--- config.mk ---
export PLATFORM = sky130hd
export DESIGN_NAME = pc_sequencer
export DESIGN_NICKNAME = d
export VERILOG_FILES = /design/src/rtl/cpu_pkg.sv /design/src/rtl/pc_next_mux.sv /design/src/rtl/pc_sequencer.sv
export SDC_FILE = /design/constraint.sdc
export NUM_CORES = 1
export LEC_CHECK = 0
export CAP_MARGIN = 0
export CELL_PAD_IN_SITES_DETAIL_PLACEMENT = 1
export CELL_PAD_IN_SITES_GLOBAL_PLACEMENT = 1
export CORE_MARGIN = 2
export CORE_UTILIZATION = 33
export DETAILED_ROUTE_END_ITERATION = 6
export DONT_BUFFER_PORTS = 1
export PLACE_DENSITY_LB_ADDON = 0.1
export SYNTH_ARGS = -nofsm -noshare
export SYNTH_HDL_FRONTEND = slang
export SYNTH_HIERARCHICAL = 1
export SYNTH_SLANG_ARGS = --single-unit
--- constraint.sdc ---
create_clock -name clk -period 3.4 [get_ports clk]
set_input_delay 0.34 -clock clk [delete_from_list [all_inputs] [get_ports clk]]
set_output_delay 0.34 -clock clk [all_outputs]
set_load 0.005 [all_outputs]
--- src/rtl/cpu_pkg.sv ---
// Shared constants for the MIPS fetch path: fixed vectors, next-PC select
// encoding and the PC sequencer state encoding.
package cpu_pkg;

  localparam logic [31:0] CPU_RESET_VEC = 32'h8000_0000;
  localparam logic [31:0] CPU_IRQ_VEC   = 32'h8000_0004;
  localparam logic [31:0] CPU_EXC_VEC   = 32'h8000_0008;

  localparam logic [1:0] PC_SEQ = 2'd0;
  localparam logic [1:0] PC_BR  = 2'd1;
  localparam logic [1:0] PC_J   = 2'd2;
  localparam logic [1:0] PC_JR  = 2'd3;

  typedef enum logic [1:0] {
    ST_BOOT = 2'd0,
    ST_RUN  = 2'd1,
    ST_HOLD = 2'd2
  } seq_state_e;

endpackage

--- src/rtl/pc_next_mux.sv ---
// Combinational next-fetch candidate: PC+4, branch, jump or jr.
// User-mode jr targets have bit 31 cleared so they cannot reach kernel space.
module pc_next_mux
  import cpu_pkg::*;
(
  input  logic [3:0]  pc_hi,
  input  logic [31:0] pc_plus4,
  input  logic [1:0]  pc_src,
  input  logic        branch_taken,
  input  logic [31:0] branch_off,
  input  logic [25:0] jump_idx,
  input  logic [31:0] jr_target,
  output logic [31:0] next_pc
);

  logic kernel_s;
  assign kernel_s = pc_hi[3];

  // Candidate select; only kernel code may keep bit 31 on a jr.
  always_comb begin
    next_pc = pc_plus4;
    case (pc_src)
      PC_SEQ: next_pc = pc_plus4;
      PC_BR: begin
        if (branch_taken) begin
          next_pc = pc_plus4 + branch_off;
        end else begin
          next_pc = pc_plus4;
        end
      end
      PC_J:    next_pc = {pc_hi, jump_idx, 2'b00};
      PC_JR:   next_pc = {jr_target[31] & kernel_s, jr_target[30:0]};
      default: next_pc = pc_plus4;
    endcase
  end

endmodule

--- src/rtl/pc_sequencer.sv ---
// Program counter with vector entry for exceptions and interrupts.
// Optional ROM bounds check enabled by defining PC_SEQ_BOUNDS_CHECK_EN.
module pc_sequencer
  import cpu_pkg::*;
#(
  parameter int unsigned ROM_WORDS = 128,
  parameter logic [31:0] RESET_VEC = CPU_RESET_VEC,
  parameter logic [31:0] IRQ_VEC   = CPU_IRQ_VEC,
  parameter logic [31:0] EXC_VEC   = CPU_EXC_VEC
) (
  input  logic        clk,
  input  logic        reset,
  input  logic        stall,
  input  logic [1:0]  pc_src,
  input  logic        branch_taken,
  input  logic [31:0] branch_off,
  input  logic [25:0] jump_idx,
  input  logic [31:0] jr_target,
  input  logic        irq,
  input  logic        exc,
  output logic [31:0] pc,
  output logic [31:0] pc_plus4,
  output logic        kernel,
  output logic        k0_we,
  output logic [31:0] epc,
  output logic        irq_ack
);

`ifdef PC_SEQ_BOUNDS_CHECK_EN
  localparam bit BOUNDS_EN = 1'b1;
`else
  localparam bit BOUNDS_EN = 1'b0;
`endif
  localparam logic [31:0] ROM_WORDS_C = 32'(ROM_WORDS);

  seq_state_e  state_q, state_d;
  logic [31:0] pc_q, pc_d;
  logic [31:0] epc_q, epc_d;
  logic        k0_we_q, k0_we_d;
  logic        irq_ack_q, irq_ack_d;
  logic        irq_pend_q, irq_pend_d;

  logic [31:0] pc_plus4_s;
  logic [31:0] cand_s;
  logic        pend_s;
  logic        oob_s;

  assign pc_plus4_s = pc_q + 32'd4;
  // A request seen this cycle counts as pending right away.
  assign pend_s     = irq_pend_q | irq;
  assign oob_s      = BOUNDS_EN && ({3'b000, cand_s[30:2]} >= ROM_WORDS_C);

  pc_next_mux u_next_mux (
    .pc_hi        (pc_q[31:28]),
    .pc_plus4     (pc_plus4_s),
    .pc_src       (pc_src),
    .branch_taken (branch_taken),
    .branch_off   (branch_off),
    .jump_idx     (jump_idx),
    .jr_target    (jr_target),
    .next_pc      (cand_s)
  );

  // Next-state logic: exception beats interrupt beats bounds check beats the candidate.
  always_comb begin
    state_d    = state_q;
    pc_d       = pc_q;
    epc_d      = epc_q;
    k0_we_d    = 1'b0;
    irq_ack_d  = 1'b0;
    irq_pend_d = pend_s;
    case (state_q)
      ST_BOOT: state_d = ST_RUN;
      ST_RUN, ST_HOLD: begin
        if (stall) begin
          state_d = ST_HOLD;
        end else begin
          state_d = ST_RUN;
          if (exc) begin
            pc_d    = EXC_VEC;
            epc_d   = pc_plus4_s;
            k0_we_d = 1'b1;
          end else if (pend_s && !pc_q[31]) begin
            pc_d       = IRQ_VEC;
            epc_d      = pc_q;
            k0_we_d    = 1'b1;
            irq_ack_d  = 1'b1;
            irq_pend_d = 1'b0;
          end else if (oob_s) begin
            pc_d    = EXC_VEC;
            epc_d   = cand_s;
            k0_we_d = 1'b1;
          end else begin
            pc_d = cand_s;
          end
        end
      end
      default: state_d = ST_BOOT;
    endcase
  end

  // State and output registers.
  always_ff @(posedge clk or negedge reset) begin
    if (!reset) begin
      state_q    <= ST_BOOT;
      pc_q       <= RESET_VEC;
      epc_q      <= 32'h0000_0000;
      k0_we_q    <= 1'b0;
      irq_ack_q  <= 1'b0;
      irq_pend_q <= 1'b0;
    end else begin
      state_q    <= state_d;
      pc_q       <= pc_d;
      epc_q      <= epc_d;
      k0_we_q    <= k0_we_d;
      irq_ack_q  <= irq_ack_d;
      irq_pend_q <= irq_pend_d;
    end
  end

  assign pc       = pc_q;
  assign pc_plus4 = pc_plus4_s;
  assign kernel   = pc_q[31];
  assign k0_we    = k0_we_q;
  assign epc      = epc_q;
  assign irq_ack  = irq_ack_q;

endmodule

==> run_results.csv <==
group,metric,value,unit
pwr,p_leak,4.37,nW
worst_setup_path,crit_chain,"ha_4, nand4_1, nor3_4, buf_6, nand3_4, xnor2_4, ha_4, a21o_1, or3_4, o21ai_4, a2111oi_4, or3_4, a31oi_4, nor2_2, a22o_1",
pwr,seqPwrFrac,0.189,
worst_setup_path,cp.required,3.63,ns
pwr,sw_frac_of_total,0.453,
logic_synthesis,yosysWarnings,6,
logic_synthesis,seq_area_frac_synth,0.265,
routing,routed_wl,29700,um
clocking,clkSlewWorstSetupHoldPaths,0.06,ns
layout,antenna-diode-count,0,
routing,wl_per_cell,24.2,um
pwr,p_switching,3.56,mW
run_status,failed_checks,"setup timing",
worst_setup_path,crit_start,"pc[2]$_DFFE_PN0P_",
placement,io_buffers,0,
grt,grt_overflow,0,
clocking,cts_tree,"done",
sta,clock_skew,0.00818,ns
clocking,clk_latency,0.34,ns
pwr,p_clk_frac,0.119,
logic_synthesis,postSynth.asyncResetShare,1.00,
floorplanning,ios,197,
worst_setup_path,critical_path.max_stage_delay,0.40,ns
pwr,p_total,7.86,mW
logic_synthesis,synth_top_cell_area_share,0.261,
worst_setup_path,end_kind,"register",
worst_setup_path,cp.arrival,3.82,ns
clocking,root_buffer,"clkbuf_16",
worst_hold_path,worstHoldPathType,"primary input to register",
logic_synthesis,yosysTopAreaCell,"dfrtp_1",
clocking,cts_buffer_depth,2,
worst_setup_path,path_buf_inv,1,
pwr,irDropWorstVdd,238,uV
clocking,cts.sinks,69,
worst_hold_path,min_path_cells,1,
layout,drive_above_1_share,0.434,
sta,tns,-1.76,ns
sta,timing.fmax,278,MHz
layout,fin_nets,1090,
run_status,status,"finished, violations left",
grt,grt_antenna_before_repair,0,
sta,tightest_slew,1.01,ns
sta,setup_viol,13,
logic_synthesis,syn_area_per_cell,8.40,um2
routing,drtIter0Drc,382,
floorplanning,die_w,145,um
routing,via_count,6966,
worst_setup_path,crit_family,"simple AND/OR/NAND/NOR gates",
placement,hpwlAfterDp,22600,um
logic_synthesis,synth_seq_cells,69,
logic_synthesis,syn-instance-count,777,
grt,grt_use_total,0.275,
logic_synthesis,syn_nets,910,
logic_synthesis,mappedNetlistArea,6530,um2
sta,hold_viol_final,0,
floorplanning,dieArea,20900,um2
grt,grt_first_pass_wirelength,43000,um
floorplanning,start_util,0.335,
grt,grt_max_degree,70,
worst_setup_path,crit_fanout,3,
worst_setup_path,start_kind,"register",
job,max_cap_violations,0,
placement,pre_cts_ws,-0.548,ns
floorplanning,fp.coreArea,19500,um2
clocking,numCtsBuffers,9,
pwr,p_comb_frac,0.692,
logic_synthesis,synth.area.top_cells,"dfrtp_1 (26%), ha_1 (6.5%), xnor2_1 (5.1%)",
worst_setup_path,slowest_stage,"dfrtp_2",
floorplanning,die_h,145,um
sta,setup_ws,-0.194,ns
sta,fin_crit_sh,1.06,
grt,grt_pass1_vias,7210,
logic_synthesis,ys.flop_type,"dfrtp_1",
worst_hold_path,min-delay-start,"exc",
placement,gp_congestion,0.898,
layout,areaGrowthSynthToFinish,49.5,%
routing,drc_errors,0,
routing,via_per_inst,5.69,
worst_setup_path,crit_type,"register to register",
worst_setup_path,r2r-start,"pc[2]$_DFFE_PN0P_",
logic_synthesis,synth_edf_count,0,
pwr,p_int,4.30,mW
pwr,power_per_cell_area,805,nW/um2
sta,period_needed,3.59,ns
sta,relSlewSlack,0.325,
sta,drv_slew,0,
floorplanning,rows,51,
sta,rsz0062_at_grt,"true",
logic_synthesis,synth_cell_types,77,
routing,dr.pass1.iters,5,
routing,postRouteAntennaNets,0,
clocking,htree_levels,3,
worst_setup_path,ff2ff_path_depth,15,
worst_setup_path,cp.depth,15,
## final cells by class
cell class	count	area, um2
Clock inverter	2	35.0
Tap cell	265	332
Timing Repair Buffer	231	1820
Sequential cell	69	1730
Multi-Input combinational cell	630	5520
Inverter	16	60.1
Clock buffer	12	256
Fill cell	2199	9710
## path summary, 6_finish.rpt
kind	end	slack, ns
hold reg to reg	epc[12]$_DFFE_PN0P_	0.50
setup reg to reg	pc[25]$_DFFE_PN0P_	-0.19
setup / recovery	pc[25]$_DFFE_PN0P_	-0.19
hold / removal	irq_ack$_DFF_PN0_	0.07
min in group asynchronous	epc[1]$_DFFE_PN0P_	0.55
max in group asynchronous	pc[31]$_DFFE_PN1P_	2.54
## worst reg2reg max path: cells and delay by family, from the launching register on
kind            cells  cell delay [ns]
simple gates        6             1.42
buf+inv             1             0.17
flops               1             0.40
xor+xnor            1             0.22
fa+ha+maj           2             0.38
compound gates      5             0.91
## metrics by stage
step	instances	hold WS, ns	instance area, um2	util
after global placement	1173	0.0464	8110	0.417
after floorplan	777	0.0444	6670	-
after global routing	1225	0.0615	9760	0.501
after CTS	1212	0.0650	9200	0.473
final	1225	0.0743	9760	0.501
after detailed placement	1173	0.0466	8110	0.417
## flip-flops by register name (all words and copies together) (netlist names)
signal / count
irq_ack: 1
state_q: 2
irq_pend_q: 1
epc: 32
k0_we: 1
pc: 32
## synth_stat cells (all sizes together), types with 5 or more instances
master	n
clkbuf	43
xor2	34
nand4	18
o21bai	6
xnor2	38
a221oi	11
nor2b	13
a22o	31
a31oi	11
nand3	27
o221ai	5
a21oi	62
inv	15
ha	34
a22oi	10
nor2	79
dfrtp	68
nor4	10
o21ai	52
nor3	7
nand2	66
a211oi	8
buf	19
mux2	7
and4	8
mux4	9
or3	6
a21o	24
## logic make-up (layout without fill, tap and decap cells)
family / count (synthesis) / in the layout / share of synthesized area
fa+ha+maj: 35 / 35 / 0.0683
mux: 20 / 20 / 0.0493
simple gates: 253 / 253 / 0.194
flops: 69 / 69 / 0.265
xor+xnor: 72 / 72 / 0.0966
compound gates: 250 / 250 / 0.267
buf+inv: 78 / 261 / 0.0602
## what timing repair did
action | CTS | global route
endpoints found under the setup margin | 19 | 20
gates resized for setup | 115 | 75
hold endpoints to repair | 69 | 0
pin swaps | 90 | 65
hold buffers | 2 | 0
setup buffers | 24 | 15
## cell usage in the layout (no fill, tap or decap), drive strengths merged, types with 4 or more instances in the layout
| master | instances |
|---|---|
| ha | 34 |
| nor3 | 7 |
| o31ai | 4 |
| a21o | 24 |
| a22oi | 10 |
| a22o | 31 |
| nand2 | 66 |
| buf | 230 |
| o221ai | 5 |
| dfrtp | 68 |
| a21oi | 62 |
| nor2 | 79 |
| o21ai | 52 |
| nor2b | 13 |
| or3 | 6 |
| a211o | 4 |
| mux2 | 7 |
| a31oi | 11 |
| and3 | 4 |
| inv | 15 |
| mux4 | 9 |
| nand2b | 4 |
| and4 | 8 |
| nand4 | 18 |
| a221oi | 11 |
| xor2 | 34 |
| and2 | 4 |
| mux2i | 4 |
| a211oi | 8 |
| o21bai | 6 |
| nand3 | 27 |
| nor4 | 10 |
| clkbuf | 12 |
| xnor2 | 38 |
## layer usage
layer / share of wire / GRT usage / wire length, um
met3: 0.057 / 0.0530 / 1690
met1: 0.45 / 0.377 / 13500
met4: 0.018 / 0.0731 / 527
met5: 0 / 0 / 0
met2: 0.47 / 0.444 / 14000
## power by group through the flow
stage / logic, mW / clock network, mW / registers, mW
4_1_cts: 4.95 / 0.956 / 1.49
2_1_floorplan: 2.57 / 0 / 1.48
3_3_place_gp: 4.26 / 0 / 1.48
5_1_grt: 5.81 / 1.00 / 1.54
6_report: 5.44 / 0.936 / 1.49
3_5_place_dp: 4.36 / 0 / 1.50
(Power assumes the default switching activity.)
